===== config.mk =====
export PLATFORM = sky130hd
export DESIGN_NAME = bcd_seg_display_flat
export DESIGN_NICKNAME = d
export VERILOG_FILES = /design/src/rtl/bcd_seg_display_if.sv /design/src/rtl/bcd_seg_display.sv /design/src/flat_wrapper.sv
export SDC_FILE = /design/constraint.sdc
export NUM_CORES = 1
export LEC_CHECK = 0
export CORE_MARGIN = 2
export CORE_UTILIZATION = 45
export CTS_CLUSTER_SIZE = 28
export DETAILED_ROUTE_END_ITERATION = 6
export GPL_ROUTABILITY_DRIVEN = 1
export PLACE_DENSITY = 0.68
export SYNTH_ARGS = -nofsm -noshare
export SYNTH_HDL_FRONTEND = slang
export SYNTH_SLANG_ARGS = --single-unit
export TNS_END_PERCENT = 100

===== constraint.sdc =====
create_clock -name clk -period 1.9 [get_ports clk]
set_input_delay 0.19 -clock clk [delete_from_list [all_inputs] [get_ports clk]]
set_output_delay 0.19 -clock clk [all_outputs]
set_load 0.02 [all_outputs]

===== src/rtl/bcd_seg_display_if.sv =====
// Handshake and display bus between the upstream counter/hold/add stage,
// the BCD display block and the physical 7-segment pins.
interface bcd_seg_display_if;
    logic [3:0] din;
    logic       load;
    logic       busy;
    logic       valid;
    logic [3:0] tens;
    logic [3:0] ones;
    logic [6:0] seg;
    logic [1:0] an;

    modport master (
        output din, load,
        input  busy, valid, tens, ones, seg, an
    );

    modport slave (
        input  din, load,
        output busy, valid, tens, ones, seg, an
    );
endinterface


===== src/rtl/bcd_seg_display.sv =====
// Converts a 4-bit value to two BCD digits with a sequential double-dabble.
// It also drives a 2-digit multiplexed 7-segment display.
module bcd_seg_display #(
    parameter int SCAN_DIV     = 4,
    parameter bit COMMON_ANODE = 1'b0
) (
    input  logic               clk,
    input  logic               rst,
    bcd_seg_display_if.slave   bus
);

    typedef enum logic [1:0] {IDLE, SHIFT, DONE} state_t;

    localparam int SCAN_W = $clog2(SCAN_DIV);

    state_t             state_q, state_d;
    logic [11:0]        sr_q, sr_d, sr_adj;
    logic [1:0]         bit_cnt_q, bit_cnt_d;
    logic               busy_q, busy_d;
    logic               valid_q, valid_d;
    logic [3:0]         tens_q, tens_d;
    logic [3:0]         ones_q, ones_d;
    logic [SCAN_W-1:0]  scan_q, scan_d;
    logic               dsel_q, dsel_d;
    logic [6:0]         seg_raw;
    logic [1:0]         an_raw;

    function automatic logic [3:0] dabble(input logic [3:0] n);
        return (n >= 4'd5) ? n + 4'd3 : n;
    endfunction

    function automatic logic [6:0] encode(input logic [3:0] n);
        case (n)
            4'd0:    return 7'b1111110;
            4'd1:    return 7'b0110000;
            4'd2:    return 7'b1101101;
            4'd3:    return 7'b1111001;
            4'd4:    return 7'b0110011;
            4'd5:    return 7'b1011011;
            4'd6:    return 7'b1011111;
            4'd7:    return 7'b1110000;
            4'd8:    return 7'b1111111;
            4'd9:    return 7'b1111011;
            default: return 7'b0000000;
        endcase
    endfunction

    // Register layout: [11:8] BCD tens, [7:4] BCD ones, [3:0] binary input.
    always_comb begin
        state_d   = state_q;
        sr_d      = sr_q;
        bit_cnt_d = bit_cnt_q;
        tens_d    = tens_q;
        ones_d    = ones_q;
        valid_d   = 1'b0;
        sr_adj    = {dabble(sr_q[11:8]), dabble(sr_q[7:4]), sr_q[3:0]};
        case (state_q)
            IDLE: begin
                if (bus.load) begin
                    sr_d      = {8'd0, bus.din};
                    bit_cnt_d = 2'd0;
                    state_d   = SHIFT;
                end
            end
            SHIFT: begin
                sr_d      = sr_adj << 1;
                bit_cnt_d = bit_cnt_q + 2'd1;
                if (bit_cnt_q == 2'd3) state_d = DONE;
            end
            DONE: begin
                tens_d  = sr_q[11:8];
                ones_d  = sr_q[7:4];
                valid_d = 1'b1;
                state_d = IDLE;
            end
            default: state_d = IDLE;
        endcase
        busy_d = (state_d != IDLE);
    end

    always_comb begin
        scan_d = scan_q + SCAN_W'(1);
        dsel_d = dsel_q;
        if (scan_q == SCAN_W'(SCAN_DIV - 1)) begin
            scan_d = '0;
            dsel_d = ~dsel_q;
        end
    end

    always_ff @(posedge clk or posedge rst) begin
        if (rst) begin
            state_q   <= IDLE;
            sr_q      <= '0;
            bit_cnt_q <= '0;
            busy_q    <= 1'b0;
            valid_q   <= 1'b0;
            tens_q    <= '0;
            ones_q    <= '0;
            scan_q    <= '0;
            dsel_q    <= 1'b0;
        end else begin
            state_q   <= state_d;
            sr_q      <= sr_d;
            bit_cnt_q <= bit_cnt_d;
            busy_q    <= busy_d;
            valid_q   <= valid_d;
            tens_q    <= tens_d;
            ones_q    <= ones_d;
            scan_q    <= scan_d;
            dsel_q    <= dsel_d;
        end
    end

    // Tens digit is blanked when zero so single-digit values show one digit.
    always_comb begin
        if (!dsel_q) begin
            an_raw  = 2'b01;
            seg_raw = encode(ones_q);
        end else begin
            an_raw  = 2'b10;
            seg_raw = (tens_q == 4'd0) ? 7'b0000000 : encode(tens_q);
        end
    end

    assign bus.seg   = seg_raw ^ {7{COMMON_ANODE}};
    assign bus.an    = an_raw ^ {2{COMMON_ANODE}};
    assign bus.busy  = busy_q;
    assign bus.valid = valid_q;
    assign bus.tens  = tens_q;
    assign bus.ones  = ones_q;

endmodule


===== src/flat_wrapper.sv =====
// flat-port wrapper written by rule: the top's interface ports become plain ports
module bcd_seg_display_flat 
#(
    parameter int SCAN_DIV     = 4,
    parameter bit COMMON_ANODE = 1'b0
)
  (clk, rst, bus_din, bus_load, bus_busy, bus_valid, bus_tens, bus_ones, bus_seg, bus_an);
  bcd_seg_display_if bus_i ();
  input  logic clk;
  input  logic rst;
  input wire logic [$bits(bus_i.din)-1:0] bus_din;
  input wire logic [$bits(bus_i.load)-1:0] bus_load;
  output wire logic [$bits(bus_i.busy)-1:0] bus_busy;
  output wire logic [$bits(bus_i.valid)-1:0] bus_valid;
  output wire logic [$bits(bus_i.tens)-1:0] bus_tens;
  output wire logic [$bits(bus_i.ones)-1:0] bus_ones;
  output wire logic [$bits(bus_i.seg)-1:0] bus_seg;
  output wire logic [$bits(bus_i.an)-1:0] bus_an;
  assign bus_i.din = bus_din;
  assign bus_i.load = bus_load;
  assign bus_busy = bus_i.busy;
  assign bus_valid = bus_i.valid;
  assign bus_tens = bus_i.tens;
  assign bus_ones = bus_i.ones;
  assign bus_seg = bus_i.seg;
  assign bus_an = bus_i.an;
  bcd_seg_display #(.SCAN_DIV(SCAN_DIV), .COMMON_ANODE(COMMON_ANODE)) u_core (.clk(clk), .rst(rst), .bus(bus_i));
endmodule

Word-level counts from Yosys, hierarchy flattened:

Memories as Yosys holds them, arrays and structs flattened.
Index checks and enable logic that the tools add are counted.

* register bits: 29
* memory bits (read-only): 224
* bits of input ports: 7
* output and inout bits: 19
* word-level logic and storage cells: 42
* memories kept: 2

* $add $sub $neg: 4
* magnitude comparators: 2
* eq/ne operators: 5
* muxes and demuxes: 14
* bitwise operators: 1
* reduce and logical (&&, ||, !) cells: 5

Memories
* (name not given): depth 16, width 7, rd ports 1, clocked after Yosys merged registers in 0, wr ports 0, line bcd_seg_display.sv:33 `case (n)`
* (name not given): depth 16, width 7, rd ports 1, clocked after Yosys merged registers in 0, wr ports 0, line bcd_seg_display.sv:33

Operators by type and width (number)
* $pmux 12 s2: 1
* $mux 7: 2
* $mux 12: 1
* $mux 2: 5
* $ge 4x3->1 const B: 2
* $pmux 2 s2: 2
* $eq 2x2->1 const B: 3
* $add 2x1->2 const B: 2
* $add 4x2->4 const B: 1
* $logic_not 4->1: 1
* $mux 4: 1
* $reduce_bool 2->1: 2
* $add 3x2->3 const B: 1
* $mux 3: 1
* $eq 2x1->1 const B: 1
* $logic_not 2->1: 1
* $ne 2x2->1 const B: 1
* $reduce_and 2->1: 1
* $mux 1: 1
* $not 1->1: 1

Longest topological paths before layout:

* depth after elaboration: 4
* depth in mapped cells: 6
* mapped depth without buffers: 6

Least setup slack after synthesis:

Ideal clock, no wire load.

* path type: register to output
* from: reg u_core.ones_q[1], in the netlist u_core.bus.ones[1]
* to: out bus_seg[3]
* data arrival time: 1.656 ns
* data required time: 1.710 ns
* path slack: 0.054 ns
* stages on the path, launching flop included: 7
* path buffers: 0
* cells stage by stage: dfrtp_1 inv_1 ha_1 or2_1 a21oi_1 a31oi_1 o22ai_1

* longest elaborated chain between the ends: 2

RTL lines
* start, declared: line bcd_seg_display.sv:22 `logic [3:0] ones_q, ones_d;`
* start signal, assigned: line bcd_seg_display.sv:108 `ones_q <= ones_d;`
* $mem_v2 16x7
* $mux 7: line bcd_seg_display.sv:116 `if (!dsel_q) begin`
* end, declared: line flat_wrapper.sv:17 `output wire logic [$bits(bus_i.seg)-1:0] bus_seg;`

No other way between the ends.

Final worst setup path:

* from: reg u_core.tens_q[0], in the netlist u_core.bus.tens[0]
* to: out bus_seg[3]

* longest elaborated chain between the ends: 3
* elaborated cells on any way between the ends: 4
* classes of those cells: mux (2); reduce/logical (1); memory (1)

RTL lines
* start, declared: line bcd_seg_display.sv:21 `logic [3:0] tens_q, tens_d;`
* start signal, assigned: line bcd_seg_display.sv:107 `tens_q <= tens_d;`
* $mem_v2 16x7 / $logic_not 4->1 (equally long branches)
* $mux 7 *: line bcd_seg_display.sv:121 `seg_raw = (tens_q == 4'd0) ? 7'b0000000 : encode(tens_q);`
* $mux 7 *: line bcd_seg_display.sv:116

Every way passes the cells marked *; elsewhere a longest branch is shown, timed or not.

==> metrics.csv <==
stage,metric,value,unit
place,GPL Wtd Cong,0.872,
timing,max_slew headroom,0.676,
clocking,CTS Buffer Depth,2,
routing,DRC,0,
place,DP Area,0.00207,sq mm
routing,Initial DRC Count,53,
synthesis,Synth async-reset ratio,1.00,
synthesis,Synth Register Bits,29,
synthesis,Synth Cell Area,0.00171,sq mm
run_status,status,"finished, final reports clean",
place,Placed Cells incl. Taps,256,
setup_path,"Largest stage delay, worst path",0.37,ns
global_routing,initial antenna violation count,0,
setup_path,"Slowest-stage cell, CP",dfrtp_1,
routing,final wirelength,3380,um
floorplanning,DIE AREA,0.00431,sq mm
setup_path,worst setup path startpoint,u_core.bus.tens[0],
synthesis,"Top FF cell, synth",dfrtp_1,
cells_and_area,Syn-to-layout area delta,25.8,%
setup_path,top fanout value on the critical path,3,
place,dpl hpwl,2680,um
clocking,CTS tree,built,
clocking,TritonCTS buffer count,5,
global_routing,Congestion Overflow GR,0,
clocking,clock root buffer,clkbuf_8,
setup_path,Startpoint Class,register,
clocking,clock-pin slew on the worst setup and hold paths,0.06,ns
timing,RSZ-0062 raised after global routing,true,
synthesis,sequential fraction of the synthesis area,0.424,
floorplanning,die width,65.7,um
timing,Worst-Margin Slew,0.485,ns
setup_path,worst r2r path cells,6,
setup_path,worst r2r src,u_core.sr_q[5],
timing,final setup fails,0,
cells_and_area,Diodes inserted,0,
pwr,Pleak,1.01,nW
clocking,H-tree depth,2,
floorplanning,Initial Util,0.468,
setup_path,crit-path cells,inv_1 > ha_1 > nand2b_1 > a21oi_2 > o22ai_1 > buf_4,
timing,Fmax,549,MHz
pwr,power per cell area,1680,mW/mm^2
routing,vias,1397,
floorplanning,Core Rows,22,
clocking,Sink Count,29,
synthesis,Cell variety after synth,32,
setup_path,Worst EP arrival,1.63,ns
timing,post-layout minimum cycle time,1.82,ns
cells_and_area,post-layout util,0.588,
setup_path,critical path required time,1.71,ns
routing,DR WL/cell,12.8,um
synthesis,syn_nets,203,
run,max_cap viols,0,
pwr,VDD IR max,0.000883,V
floorplanning,die height,65.7,um
synthesis,Post-Syn Instances,179,
place,IO buf count,25,
routing,routed vias/inst,5.29,
timing,Final period util,0.958,
global_routing,number of global-route vias before repair,1403,
global_routing,all-layer global routing usage,0.181,
routing,TritonRoute pass-1 iters,4,
synthesis,"EDFF count, synth",0,
cells_and_area,Layout Cells excl Fill,264,
cells_and_area,share of layout cells above drive strength 1,0.194,
worst_hold_path,HP Class,primary input to asynchronous set/reset pin,
routing,ANT nets after route,0,
cells_and_area,Layout Nets,240,
floorplanning,CORE AREA,0.00366,sq mm
cells_and_area,fin area,0.00215,sq mm
clocking,Clock Latency Late Sink,0.27,ns
synthesis,Synthesis Warnings,0,
cells_and_area,Filler cells,331,
global_routing,first-pass GRT wire length,5930,um
timing,Worst Skew,0.00399,ns
setup_path,"Worst Path Class, Setup",register to output pin,
setup_path,reg2reg setup slack,0.34,ns
synthesis,mean area per synthesized cell,9.56,sq um
timing,Final Max Tran Viols,0,
setup_path,Critical Path Sink Type,output pin,
timing,Final Hold Fails,0,
floorplanning,I/O Pins,26,
global_routing,largest net degree at the start of global routing,22,
clocking,hold_buf cts,0,
-- registers in the layout (all words and copies together) (netlist names) --
name	count
u_core.state_q	2
u_core.dsel_q	1
u_core.bit_cnt_q	2
u_core.bus.valid	1
u_core.bus.ones	4
u_core.bus.tens	4
u_core.bus.busy	1
u_core.sr_q	12
u_core.scan_q	2
-- metrics by stage --
stage	setup slack, ns	TNS [ns]	power (mW)	hold slack, ns
final	0.0798	0	3.62	0.202
after global routing	-0.0360	-0.0360	3.93	0.208
after CTS	0.00415	0	3.64	0.210
after detailed placement	-0.146	-0.547	3.18	0.444
after global placement	-0.0940	-0.183	3.08	0.414
after floorplan	0.0543	0	2.39	0.268
-- final timing paths --
check,to
worst max-delay path,bus_seg[3]
worst min-delay path,u_core.bit_cnt_q[1]
worst max register to register,u_core.sr_q[6]
worst min register to register,u_core.scan_q[0]
max in group asynchronous,u_core.bus.ones[1]
min in group clk,u_core.scan_q[0]
-- per-layer routing --
metal	track usage	vias to the layer above	wire, um
met2	0.351	35	1840
met5	0	-	0
met1	0.178	672	1340
met4	0.0677	0	49
li1	-	683	-
met3	0.0531	7	150
-- where the power goes --
group	internal, mW	leakage [nW]	total [mW]	switching [mW]
sequential	0.833	0.374	1.07	0.235
combinational	0.952	0.589	2.06	1.11
clock	0.286	0.0443	0.487	0.201
total	2.07	1.01	3.62	1.55
-- cell usage after synthesis, types with 3 or more instances --
master / n / share of area
a21oi_1: 16 / 0.047
a22o_2: 3 / 0.018
and2_1: 3 / 0.011
buf_4: 3 / 0.013
dfrtp_1: 29 / 0.42
ha_1: 17 / 0.12
inv_1: 16 / 0.035
mux2_2: 4 / 0.026
nand2_1: 13 / 0.029
nand2b_1: 9 / 0.033
nor2_1: 12 / 0.026
o21ai_0: 17 / 0.050
o22ai_1: 6 / 0.022
-- worst max-delay path, delay by kind of cell (launching register included) --
| kind | cells | cell delay [ns] |
|---|---|---|
| simple gates | 1 | 0.16 |
| fa+ha+maj | 1 | 0.31 |
| flops | 1 | 0.37 |
| buf+inv | 2 | 0.27 |
| compound gates | 2 | 0.25 |
-- cells by family after synthesis --
kind of cell               Yosys count  synth area share
AOI/OAI and AO/OA                   53             0.185
and+or+nand+nor                     45             0.132
xor gates and xnor gates             3            0.0154
adders and majority gates           17             0.124
buffers and inverters               26            0.0811
muxes                                6            0.0380
DFF                                 29             0.424
-- cells in the final DEF, fill, tap and decap left out, types with 3 or more instances in the layout --
cell	netlist	final
nor2_1	12	12
o21ai_0	17	16
a21oi_2	0	3
clkdlybuf4s50_1	0	18
ha_1	17	16
clkbuf_8	0	6
buf_2	2	3
a22o_2	3	3
inv_1	16	15
buf_4	3	16
nand2b_1	9	9
dfrtp_1	29	29
nand2_1	13	13
a21oi_1	16	13
and2_1	3	3
o22ai_1	6	6
mux2_2	4	4
-- cell type report --
cell class	count	area, sq um	share of cell area
sequential	29	726	0.337
inverter	17	76.3	0.0354
clock buffer	7	86.3	0.0401
timing repair buffer	39	340	0.158
tap	48	60.1	0.0279
multi-input combinational	124	865	0.402
-- repair_timing --
| action | in CTS | in global routing |
|---|---|---|
| buffers inserted | 1 | 0 |
| setup endpoints to repair | 7 | 7 |
| resized for setup | 28 | 11 |
| pin swaps | 0 | 4 |
Power figures use the tool's default switching activity.
